`src/rtl/pattern_sequencer_if.sv`:
```
// Byte stream from the pattern sequencer to the output serializer.
// The master drives data/valid/last and the consumer answers with ready.
interface pattern_sequencer_if;
    logic [7:0] out_byte;
    logic       out_valid;
    logic       out_ready;
    logic       out_last;

    modport master (output out_byte, output out_valid, output out_last, input out_ready);
    modport slave  (input out_byte, input out_valid, input out_last, output out_ready);
endinterface

```
`src/rtl/pattern_sequencer.sv`:
```
// Pattern playback: walks the sequence entries, reads bytes from the pattern buffers and streams them out.
// Optional handshake counter output bytes_sent is built when PATSEQ_BYTECNT_EN is defined.
//
// state | meaning
// IDLE  | waiting for start
// ENTRY | load buffer index and repeat count of the current entry
// FETCH | read-wait cycle; byte captured at end of cycle
// EMIT  | byte presented on the stream until accepted
module pattern_sequencer #(
    parameter int NFIELDS = 27,
    parameter int NSEQ    = 3,
    parameter int FIELD_W = 5,
    parameter int BUF_W   = 3
) (
    input  logic                sclk,
    input  logic                reset,
    input  logic                start,
    input  logic                stop,
    input  logic                loop,
    input  logic [8*NSEQ-1:0]   seq_in,
    input  logic [7:0]          field_byte,
    output logic [BUF_W-1:0]    bufp,
    output logic [FIELD_W-1:0]  fieldp,
    output logic                busy,
    output logic                done,
`ifdef PATSEQ_BYTECNT_EN
    output logic [15:0]         bytes_sent,
`endif
    pattern_sequencer_if.master out_if
);

    localparam int SEQ_W = (NSEQ > 1) ? $clog2(NSEQ) : 1;

    typedef enum logic [1:0] {S_IDLE, S_ENTRY, S_FETCH, S_EMIT} state_t;

    state_t             state_q, state_d;
    logic [SEQ_W-1:0]   seq_idx_q, seq_idx_d;
    logic [3:0]         rep_cnt_q, rep_cnt_d;
    logic [BUF_W-1:0]   bufp_q, bufp_d;
    logic [FIELD_W-1:0] fieldp_q, fieldp_d;
    logic [7:0]         out_byte_q, out_byte_d;
    logic               done_q, done_d;
    logic               stop_pend_q, stop_pend_d;

    logic [7:0] entry;
    logic       hs;
    logic       last_field;
    logic       terminal;

    always_comb begin
        entry = 8'h00;
        for (int i = 0; i < NSEQ; i++) begin
            if (seq_idx_q == SEQ_W'(i)) entry = seq_in[8*i +: 8];
        end
    end

    assign hs         = (state_q == S_EMIT) && out_if.out_ready;
    assign last_field = (fieldp_q == FIELD_W'(NFIELDS - 1));
    assign terminal   = entry[7] || (seq_idx_q == SEQ_W'(NSEQ - 1));

    always_comb begin
        state_d     = state_q;
        seq_idx_d   = seq_idx_q;
        rep_cnt_d   = rep_cnt_q;
        bufp_d      = bufp_q;
        fieldp_d    = fieldp_q;
        out_byte_d  = out_byte_q;
        done_d      = 1'b0;
        stop_pend_d = stop_pend_q;
        case (state_q)
            S_IDLE: begin
                if (start && !stop) begin
                    seq_idx_d = '0;
                    state_d   = S_ENTRY;
                end
            end
            S_ENTRY: begin
                if (stop) begin
                    state_d = S_IDLE;
                end else begin
                    bufp_d    = entry[BUF_W-1:0];
                    rep_cnt_d = entry[6:3];
                    fieldp_d  = '0;
                    state_d   = S_FETCH;
                end
            end
            S_FETCH: begin
                if (stop) begin
                    state_d = S_IDLE;
                end else begin
                    out_byte_d = field_byte;
                    state_d    = S_EMIT;
                end
            end
            S_EMIT: begin
                // A stop seen while stalled is remembered so valid is never withdrawn.
                if (stop) stop_pend_d = 1'b1;
                if (hs) begin
                    stop_pend_d = 1'b0;
                    if (stop || stop_pend_q) begin
                        state_d = S_IDLE;
                    end else if (!last_field) begin
                        fieldp_d = fieldp_q + FIELD_W'(1);
                        state_d  = S_FETCH;
                    end else if (rep_cnt_q != 4'd0) begin
                        rep_cnt_d = rep_cnt_q - 4'd1;
                        fieldp_d  = '0;
                        state_d   = S_FETCH;
                    end else if (terminal) begin
                        if (loop) begin
                            seq_idx_d = '0;
                            state_d   = S_ENTRY;
                        end else begin
                            done_d  = 1'b1;
                            state_d = S_IDLE;
                        end
                    end else begin
                        seq_idx_d = seq_idx_q + SEQ_W'(1);
                        state_d   = S_ENTRY;
                    end
                end
            end
            default: state_d = S_IDLE;
        endcase
    end

    always_ff @(posedge sclk) begin
        if (reset) begin
            state_q     <= S_IDLE;
            seq_idx_q   <= '0;
            rep_cnt_q   <= '0;
            bufp_q      <= '0;
            fieldp_q    <= '0;
            out_byte_q  <= '0;
            done_q      <= 1'b0;
            stop_pend_q <= 1'b0;
        end else begin
            state_q     <= state_d;
            seq_idx_q   <= seq_idx_d;
            rep_cnt_q   <= rep_cnt_d;
            bufp_q      <= bufp_d;
            fieldp_q    <= fieldp_d;
            out_byte_q  <= out_byte_d;
            done_q      <= done_d;
            stop_pend_q <= stop_pend_d;
        end
    end

    assign bufp             = bufp_q;
    assign fieldp           = fieldp_q;
    assign busy             = (state_q != S_IDLE);
    assign done             = done_q;
    assign out_if.out_byte  = out_byte_q;
    assign out_if.out_valid = (state_q == S_EMIT);
    assign out_if.out_last  = (state_q == S_EMIT) && last_field && (rep_cnt_q == 4'd0) && terminal;

`ifdef PATSEQ_BYTECNT_EN
    logic [15:0] byte_cnt_q, byte_cnt_d;

    always_comb begin
        byte_cnt_d = byte_cnt_q;
        if ((state_q == S_IDLE) && start && !stop) begin
            byte_cnt_d = '0;
        end else if (hs && (byte_cnt_q != 16'hFFFF)) begin
            byte_cnt_d = byte_cnt_q + 16'd1;
        end
    end

    always_ff @(posedge sclk) begin
        if (reset) byte_cnt_q <= '0;
        else       byte_cnt_q <= byte_cnt_d;
    end

    assign bytes_sent = byte_cnt_q;
`endif

endmodule

```
`src/flat_wrapper.sv`:
```
// flat-port wrapper written by rule: the top's interface ports become plain ports
module pattern_sequencer_flat 
#(
    parameter int NFIELDS = 27,
    parameter int NSEQ    = 3,
    parameter int FIELD_W = 5,
    parameter int BUF_W   = 3
)
  (sclk, reset, start, stop, loop, seq_in, field_byte, bufp, fieldp, busy, done, out_if_out_byte, out_if_out_valid, out_if_out_last, out_if_out_ready);
  pattern_sequencer_if out_if_i ();
  input  logic sclk;
  input  logic reset;
  input  logic start;
  input  logic stop;
  input  logic loop;
  input  logic [8*NSEQ-1:0] seq_in;
  input  logic [7:0] field_byte;
  output logic [BUF_W-1:0] bufp;
  output logic [FIELD_W-1:0] fieldp;
  output logic busy;
  output logic done;
  output wire logic [$bits(out_if_i.out_byte)-1:0] out_if_out_byte;
  output wire logic [$bits(out_if_i.out_valid)-1:0] out_if_out_valid;
  output wire logic [$bits(out_if_i.out_last)-1:0] out_if_out_last;
  input wire logic [$bits(out_if_i.out_ready)-1:0] out_if_out_ready;
  assign out_if_out_byte = out_if_i.out_byte;
  assign out_if_out_valid = out_if_i.out_valid;
  assign out_if_out_last = out_if_i.out_last;
  assign out_if_i.out_ready = out_if_out_ready;
  pattern_sequencer #(.NFIELDS(NFIELDS), .NSEQ(NSEQ), .FIELD_W(FIELD_W), .BUF_W(BUF_W)) u_core (.sclk(sclk), .reset(reset), .start(start), .stop(stop), .loop(loop), .seq_in(seq_in), .field_byte(field_byte), .bufp(bufp), .fieldp(fieldp), .busy(busy), .done(done), .out_if(out_if_i));
endmodule
```
`config.mk`:
```
export PLATFORM = sky130hd
export DESIGN_NAME = pattern_sequencer_flat
export DESIGN_NICKNAME = d
export VERILOG_FILES = /design/src/rtl/pattern_sequencer_if.sv /design/src/rtl/pattern_sequencer.sv /design/src/flat_wrapper.sv
export SDC_FILE = /design/constraint.sdc
export NUM_CORES = 1
export LEC_CHECK = 0
export CAP_MARGIN = 20
export CORE_MARGIN = 3
export CORE_UTILIZATION = 52
export DETAILED_ROUTE_END_ITERATION = 7
export DONT_BUFFER_PORTS = 1
export PLACE_DENSITY = 0.7
export SKIP_LAST_GASP = 1
export SYNTH_ARGS = -nofsm -noshare
export SYNTH_HDL_FRONTEND = slang
export SYNTH_SLANG_ARGS = --single-unit
export TNS_END_PERCENT = 5
```
`constraint.sdc`:
```
create_clock -name sclk -period 1.5 [get_ports sclk]
set_input_delay 0.3 -clock sclk [delete_from_list [all_inputs] [get_ports sclk]]
set_output_delay 0.3 -clock sclk [all_outputs]
set_load 0.02 [all_outputs]
```
==> flow_metrics.env, run 1 <==
export IMPL_status="finished with violations"
export IMPL_violations="negative setup slack"
export IMPL_cpMaxStageDelayCell="dfxtp_2"
export IMPL_netlist_instances=195
export IMPL_ys_warn_count=0
export IMPL_p_leak_uw=0.000801
export IMPL_peakVddDrop_uv=532
export IMPL_die_y_um=61.1
export IMPL_hold_viol_final=0
export IMPL_grt_pass1_wl_um=6940
export IMPL_syn_nets=245
export IMPL_antenna_found_initial=0
export IMPL_ant_nets=0
export IMPL_path_buf_inv=1
export IMPL_synth_async_reset_ratio=0
export IMPL_final_area_sq_um=2140
export IMPL_synth_area_leaders="dfxtp_1 (33%), ha_1 (9.5%), a21oi_1 (9.2%)"
export IMPL_crit_arrival_ps=1490
export IMPL_rr_endpoint="u_core.fieldp[2]"
export IMPL_layout_common_cells="buf_4 (43), a21oi_1 (27), nand2_1 (20), dfxtp_1 (18), inv_1 (9)"
export IMPL_min_period_ps=1790
export IMPL_crit_family="simple AND/OR/NAND/NOR gates"
export IMPL_dr_max_layer_used="met4"
export IMPL_worstMarginPinSlew_ps=323
export IMPL_core_region_area_sq_um=2830
export IMPL_cts_buffers=3
export IMPL_crit_required_ps=1200
export IMPL_clockBufferDepth=2
export IMPL_cts_root_buf="clkbuf_4"
export IMPL_holdPathStages=1
export IMPL_m1WireLength_um=1820
export IMPL_syn_avg_cell_area_sq_um=8.10
export IMPL_place_inst=258
export IMPL_setup_ws_ps=-293
export IMPL_insertion_delay_ps=330
export IMPL_synth_top_area_frac=0.330
export IMPL_placed_area_sq_um=1930
export IMPL_max_stage_delay_ps=390
export IMPL_drt_iter0_markers=106
export IMPL_drc=0
export IMPL_max_freq_mhz=558
export IMPL_path_cells="inv_4 > ha_4 > nand3b_1 > and2_4 > nor2_4"
export IMPL_ys_ff_latch=26
export IMPL_synth_area_sq_um=1580
export IMPL_drive_gt1_frac=0.340
export IMPL_r2r_setup_slack_ps=-240
export IMPL_viasPerCell=6.07
export IMPL_grt_pass1_vias=1640
export IMPL_place_ws_ps=-138
export IMPL_maxSlewHeadroom=0.782
export IMPL_cts_tree="yes"
export IMPL_min_from="reset"
export IMPL_crit_type="reg2out"
export IMPL_crit_path_max_fanout=7
export IMPL_grtUsageTotal=0.242
export IMPL_wl_um=4550
export IMPL_hold_path_class="in2reg"
export IMPL_ios=58
export IMPL_rows=19
export IMPL_grt_overflow=0
export IMPL_layout_nets=289
export IMPL_start_util=0.558
export IMPL_finalNonFillerCells=269
export IMPL_met2_wirelength_um=2450
export IMPL_end_kind="primary output"
export IMPL_num_vias=1633
export IMPL_antennaDiodeCount=0
export IMPL_layout_commonest_cell="buf_4"
export IMPL_synth_edf_count=0
export IMPL_port_buffers=0
export IMPL_period_share=1.20
export IMPL_wl_per_cell_um=16.9
export IMPL_synth_top_area_cell="dfxtp_1"
export IMPL_maxCapViolations=0
export IMPL_rsz0062_at_grt="true"
export IMPL_dpl_hpwl_um=3290
export IMPL_fin_worst_skew_ps=2.84
export IMPL_critPathLaunchType="register"
export IMPL_synth_distinct_cells=40
export IMPL_first_pass_iters=4
export IMPL_dieArea_sq_um=3730
export IMPL_slew_viol_final=0
export IMPL_min_to="u_core.fieldp[1]"
export IMPL_gp_congestion=0.764
export IMPL_syn_to_final_growth_pct=35.3
export IMPL_clkSinkCount=26
export IMPL_final_core_util=0.755
export IMPL_r2r_start="u_core.fieldp[0]"
export IMPL_grt_max_degree=23
export IMPL_path_clk_slew_ps=150
export IMPL_ys_seq_area_frac=0.330
export IMPL_synth_top_flop_cell="dfxtp_1"
export IMPL_cellPowerDensity_nw_per_um2=718
export IMPL_htree_levels=1
export IMPL_reg2reg_depth=7
export IMPL_wl_met3_um=222
export IMPL_die_x_um=61.1
export IMPL_setup_violations=21
stage by stage:
stage,TNS [ps],hold WS [ps],total power (uW)
2_1_floorplan,-411,400,917
3_3_place_gp,-380,365,1000
3_5_place_dp,-825,371,1020
4_1_cts,-2350,2.24,1510
5_1_grt,-4590,0.899,1590
6_report,-1770,10.4,1530
area by class of cell:
cell class | instances | area (sq um)
Clock buffer | 3 | 22.5
Tap cell | 31 | 38.8
Timing Repair Buffer | 48 | 377
Multi-Input combinational cell | 146 | 1080
Inverter | 14 | 55.1
Sequential cell | 26 | 536
Clock inverter | 1 | 30.0
Fill cell | 219 | 693
how the worst max path moves through the flow:
stage,start,to,slack [ps],depth (start not counted)
CTS,u_core.fieldp[0],u_core.fieldp[2],-260,7
finish,u_core.seq_idx_q[1],out_if_out_last,-290,5
detailed placement,u_core.rep_cnt_q[0],u_core.state_q[0],-140,6
floorplan,u_core.state_q[0],u_core.fieldp[2],-110,5
global route,u_core.seq_idx_q[1],out_if_out_last,-330,5
global placement,u_core.rep_cnt_q[0],u_core.state_q[0],-80,6
cells by family (layout without fill, tap and decap cells):
logic type	after synthesis	in the layout	share of synthesized area
adders and majority gates	12	12	0.0951
and+or+nand+nor	68	68	0.249
buffers and inverters	23	66	0.0563
xor gates and xnor gates	2	2	0.0111
DFF	26	26	0.330
AOI/OAI and AO/OA	64	64	0.259
sequential cells by signal, summed over array words and instances (netlist names):
name / flops
u_core.state_q: 2
u_core.rep_cnt_q: 4
u_core.seq_idx_q: 2
u_core.done: 1
u_core.out_if.out_byte: 8
u_core.bufp: 3
u_core.stop_pend_q: 1
u_core.fieldp: 5
synth_stat cells (3+ instances only):
cell type / number
a221o_1: 5
nand3_1: 8
a311oi_1: 3
a211oi_1: 4
a21oi_1: 29
nor2_1: 8
nand3b_1: 4
ha_1: 12
nand2b_1: 8
nand2_1: 20
clkbuf_1: 6
o21ai_0: 8
dfxtp_1: 26
nor2b_1: 6
inv_1: 14
where the power goes:
part	internal (uW)	switching, uW	leakage (uW)	total [uW]
clock network	271	221	0.0000279	491
logic	154	150	0.000558	304
registers	711	27.1	0.000215	738
timing repair:
item | 4_1_cts | 5_1_grt
pin swaps | 1 | 6
resized for setup | 8 | 20
setup buffers | 2 | 3
hold buffers | 0 | 2
hold endpoints to repair | 0 | 5
endpoints found under the setup margin | 24 | 28
cloned | 0 | 0
metal layers:
metal | track usage | up-vias
met1 | 0.292 | 778
met4 | 0.102 | 0
met2 | 0.421 | 52
li1 | - | 796
met3 | 0.0398 | 7
met5 | 0 | -
Note: power is estimated with default switching activity, not from simulation.
==> inputs of run 2 (changes only) <==
--- a/config.mk
+++ b/config.mk
@@ -5,7 +5,7 @@
 export SDC_FILE = /design/constraint.sdc
 export NUM_CORES = 1
 export LEC_CHECK = 0
-export CAP_MARGIN = 20
+export CAP_MARGIN = 5
 export CORE_MARGIN = 3
 export CORE_UTILIZATION = 52
 export DETAILED_ROUTE_END_ITERATION = 7
==> constraint.sdc (replaced) <==
create_clock -name sclk -period 1.5 [get_ports sclk]
set_input_delay 0.15 -clock sclk [delete_from_list [all_inputs] [get_ports sclk]]
set_output_delay 0.15 -clock sclk [all_outputs]
set_load 0.02 [all_outputs]
==> flow_metrics.env, run 2 (synthesis gave the netlist of run 1 again) <==
export IMPL_status="finished with violations"
export IMPL_violations="negative setup slack"
export IMPL_cts_root_buf="clkbuf_4"
export IMPL_insertion_delay_ps=330
export IMPL_ant_nets=0
export IMPL_hold_viol_final=0
export IMPL_layout_common_cells="buf_4 (46), a21oi_1 (26), nand2_1 (20), dfxtp_1 (18)"
export IMPL_max_freq_mhz=586
export IMPL_worstMarginPinSlew_ps=883
export IMPL_min_period_ps=1710
export IMPL_hold_path_class="in2reg"
export IMPL_die_x_um=61.1
export IMPL_crit_type="reg2reg"
export IMPL_crit_arrival_ps=1900
export IMPL_register_area_sq_um=538
export IMPL_drt_iter0_markers=64
export IMPL_grt_overflow=0
export IMPL_crit_required_ps=1700
export IMPL_fillers=188
export IMPL_cts_tree="yes"
export IMPL_drc=0
export IMPL_htree_levels=1
export IMPL_grtUsageTotal=0.262
export IMPL_antenna_found_initial=0
export IMPL_dieArea_sq_um=3730
export IMPL_largest_register_ffs=8
export IMPL_wl_per_cell_um=16.6
export IMPL_p_leak_uw=0.000857
export IMPL_syn_to_final_growth_pct=42.6
export IMPL_setup_ws_ps=-207
export IMPL_dpl_hpwl_um=3310
export IMPL_critPathLaunchType="register"
export IMPL_met2_wirelength_um=2420
export IMPL_drive_gt1_frac=0.337
export IMPL_path_buf_inv=0
export IMPL_crit_family="compound AO/OA/AOI/OAI gates"
export IMPL_layout_commonest_cell="buf_4"
export IMPL_grt_pass1_wl_um=7410
export IMPL_max_stage_delay_ps=390
export IMPL_rr_endpoint="u_core.rep_cnt_q[3]"
export IMPL_slew_viol_final=0
export IMPL_core_region_area_sq_um=2830
export IMPL_cts_buffers=3
export IMPL_finalNonFillerCells=280
export IMPL_critical_path_cell_count=5
export IMPL_fin_worst_skew_ps=6.30
export IMPL_gp_congestion=0.839
export IMPL_maxCapViolations=0
export IMPL_start_util=0.558
export IMPL_clockBufferDepth=2
export IMPL_wl_met3_um=251
export IMPL_maxSlewHeadroom=0.410
export IMPL_rows=19
export IMPL_holdPathStages=2
export IMPL_die_y_um=61.1
export IMPL_cpMaxStageDelayCell="dfxtp_4"
export IMPL_setup_tns_final_ps=-2490
export IMPL_layout_nets=300
export IMPL_end_kind="register"
export IMPL_viasPerCell=6.15
export IMPL_wl_um=4640
export IMPL_period_share=1.14
export IMPL_path_clk_slew_ps=150
export IMPL_r2r_start="u_core.state_q[0]"
export IMPL_min_to="u_core.stop_pend_q"
export IMPL_min_from="stop"
export IMPL_crit_path_max_fanout=7
export IMPL_antennaDiodeCount=0
export IMPL_cellPowerDensity_nw_per_um2=677
export IMPL_rsz0062_at_grt="true"
export IMPL_first_pass_iters=4
export IMPL_place_inst=262
export IMPL_path_cells="ha_4 > or2b_1 > a21o_1 > o311ai_1 > o41ai_2"
export IMPL_port_buffers=0
export IMPL_clkSinkCount=26
export IMPL_grt_pass1_vias=1757
export IMPL_dr_max_layer_used="met4"
export IMPL_multi_input_comb_area_sq_um=1090
export IMPL_num_vias=1721
export IMPL_m1WireLength_um=1910
export IMPL_reg2reg_depth=5
export IMPL_ios=58
export IMPL_setup_violations=25
export IMPL_grt_max_degree=22
export IMPL_r2r_setup_slack_ps=-210
export IMPL_peakVddDrop_uv=541
[run 2: how the worst max path moves through the flow]
stage / from / to / slack (ps)
after floorplan: u_core.state_q[0] / u_core.fieldp[2] / -110
after global placement: u_core.state_q[1] / u_core.fieldp[2] / -80
after detailed placement: u_core.rep_cnt_q[0] / u_core.state_q[1] / -170
after CTS: u_core.rep_cnt_q[0] / out_if_out_last / -200
after global routing: u_core.state_q[1] / u_core.rep_cnt_q[2] / -280
final: u_core.state_q[0] / u_core.rep_cnt_q[3] / -210
[run 2: worst reg2reg max path, delay by kind of cell, from the launching register on]
kind                     cells  cell delay [ps]
AND/OR/NAND/NOR              1              270
AO/OA/AOI/OAI                3              740
flip-flops                   1              390
adder cells (fa/ha/maj)      1              180
[run 2: area by class of cell]
cell class / count / share of cell area
clock buffers: 4 / 0.0211
repair buffers: 59 / 0.213
multi-input cells: 146 / 0.484
well taps: 31 / 0.0172
inverters: 14 / 0.0256
flip-flops and latches: 26 / 0.239
[run 2: power by group]
part	switching, uW	internal (uW)	leakage, uW
clock	222	204	0.0000261
combinational	172	184	0.000616
sequential	28.6	712	0.000215
[run 2: per-stage QoR]
step,util,total power (uW),cell area (sq um),hold WS (ps),setup slack [ps]
after CTS,0.770,1500,2180,8.35,-196
after floorplan,-,916,1620,250,-111
final,0.796,1520,2250,14.7,-207
after global routing,0.796,1590,2250,19.5,-275
after detailed placement,0.692,1030,1960,220,-170
after global placement,0.692,1010,1960,218,-77.2
[run 2: metal layers]
layer  up-vias  GRT usage
met5         -          0
met4         0      0.108
met3         6     0.0461
met2        61      0.450
met1       839      0.322
li1        815          -
[run 2: timing repair]
action	CTS	global route
endpoints found under the setup margin	22	27
pin swaps	4	7
buffers inserted	3	1
resized for setup	15	18
hold buffers	10	0
hold endpoints to repair	22	0
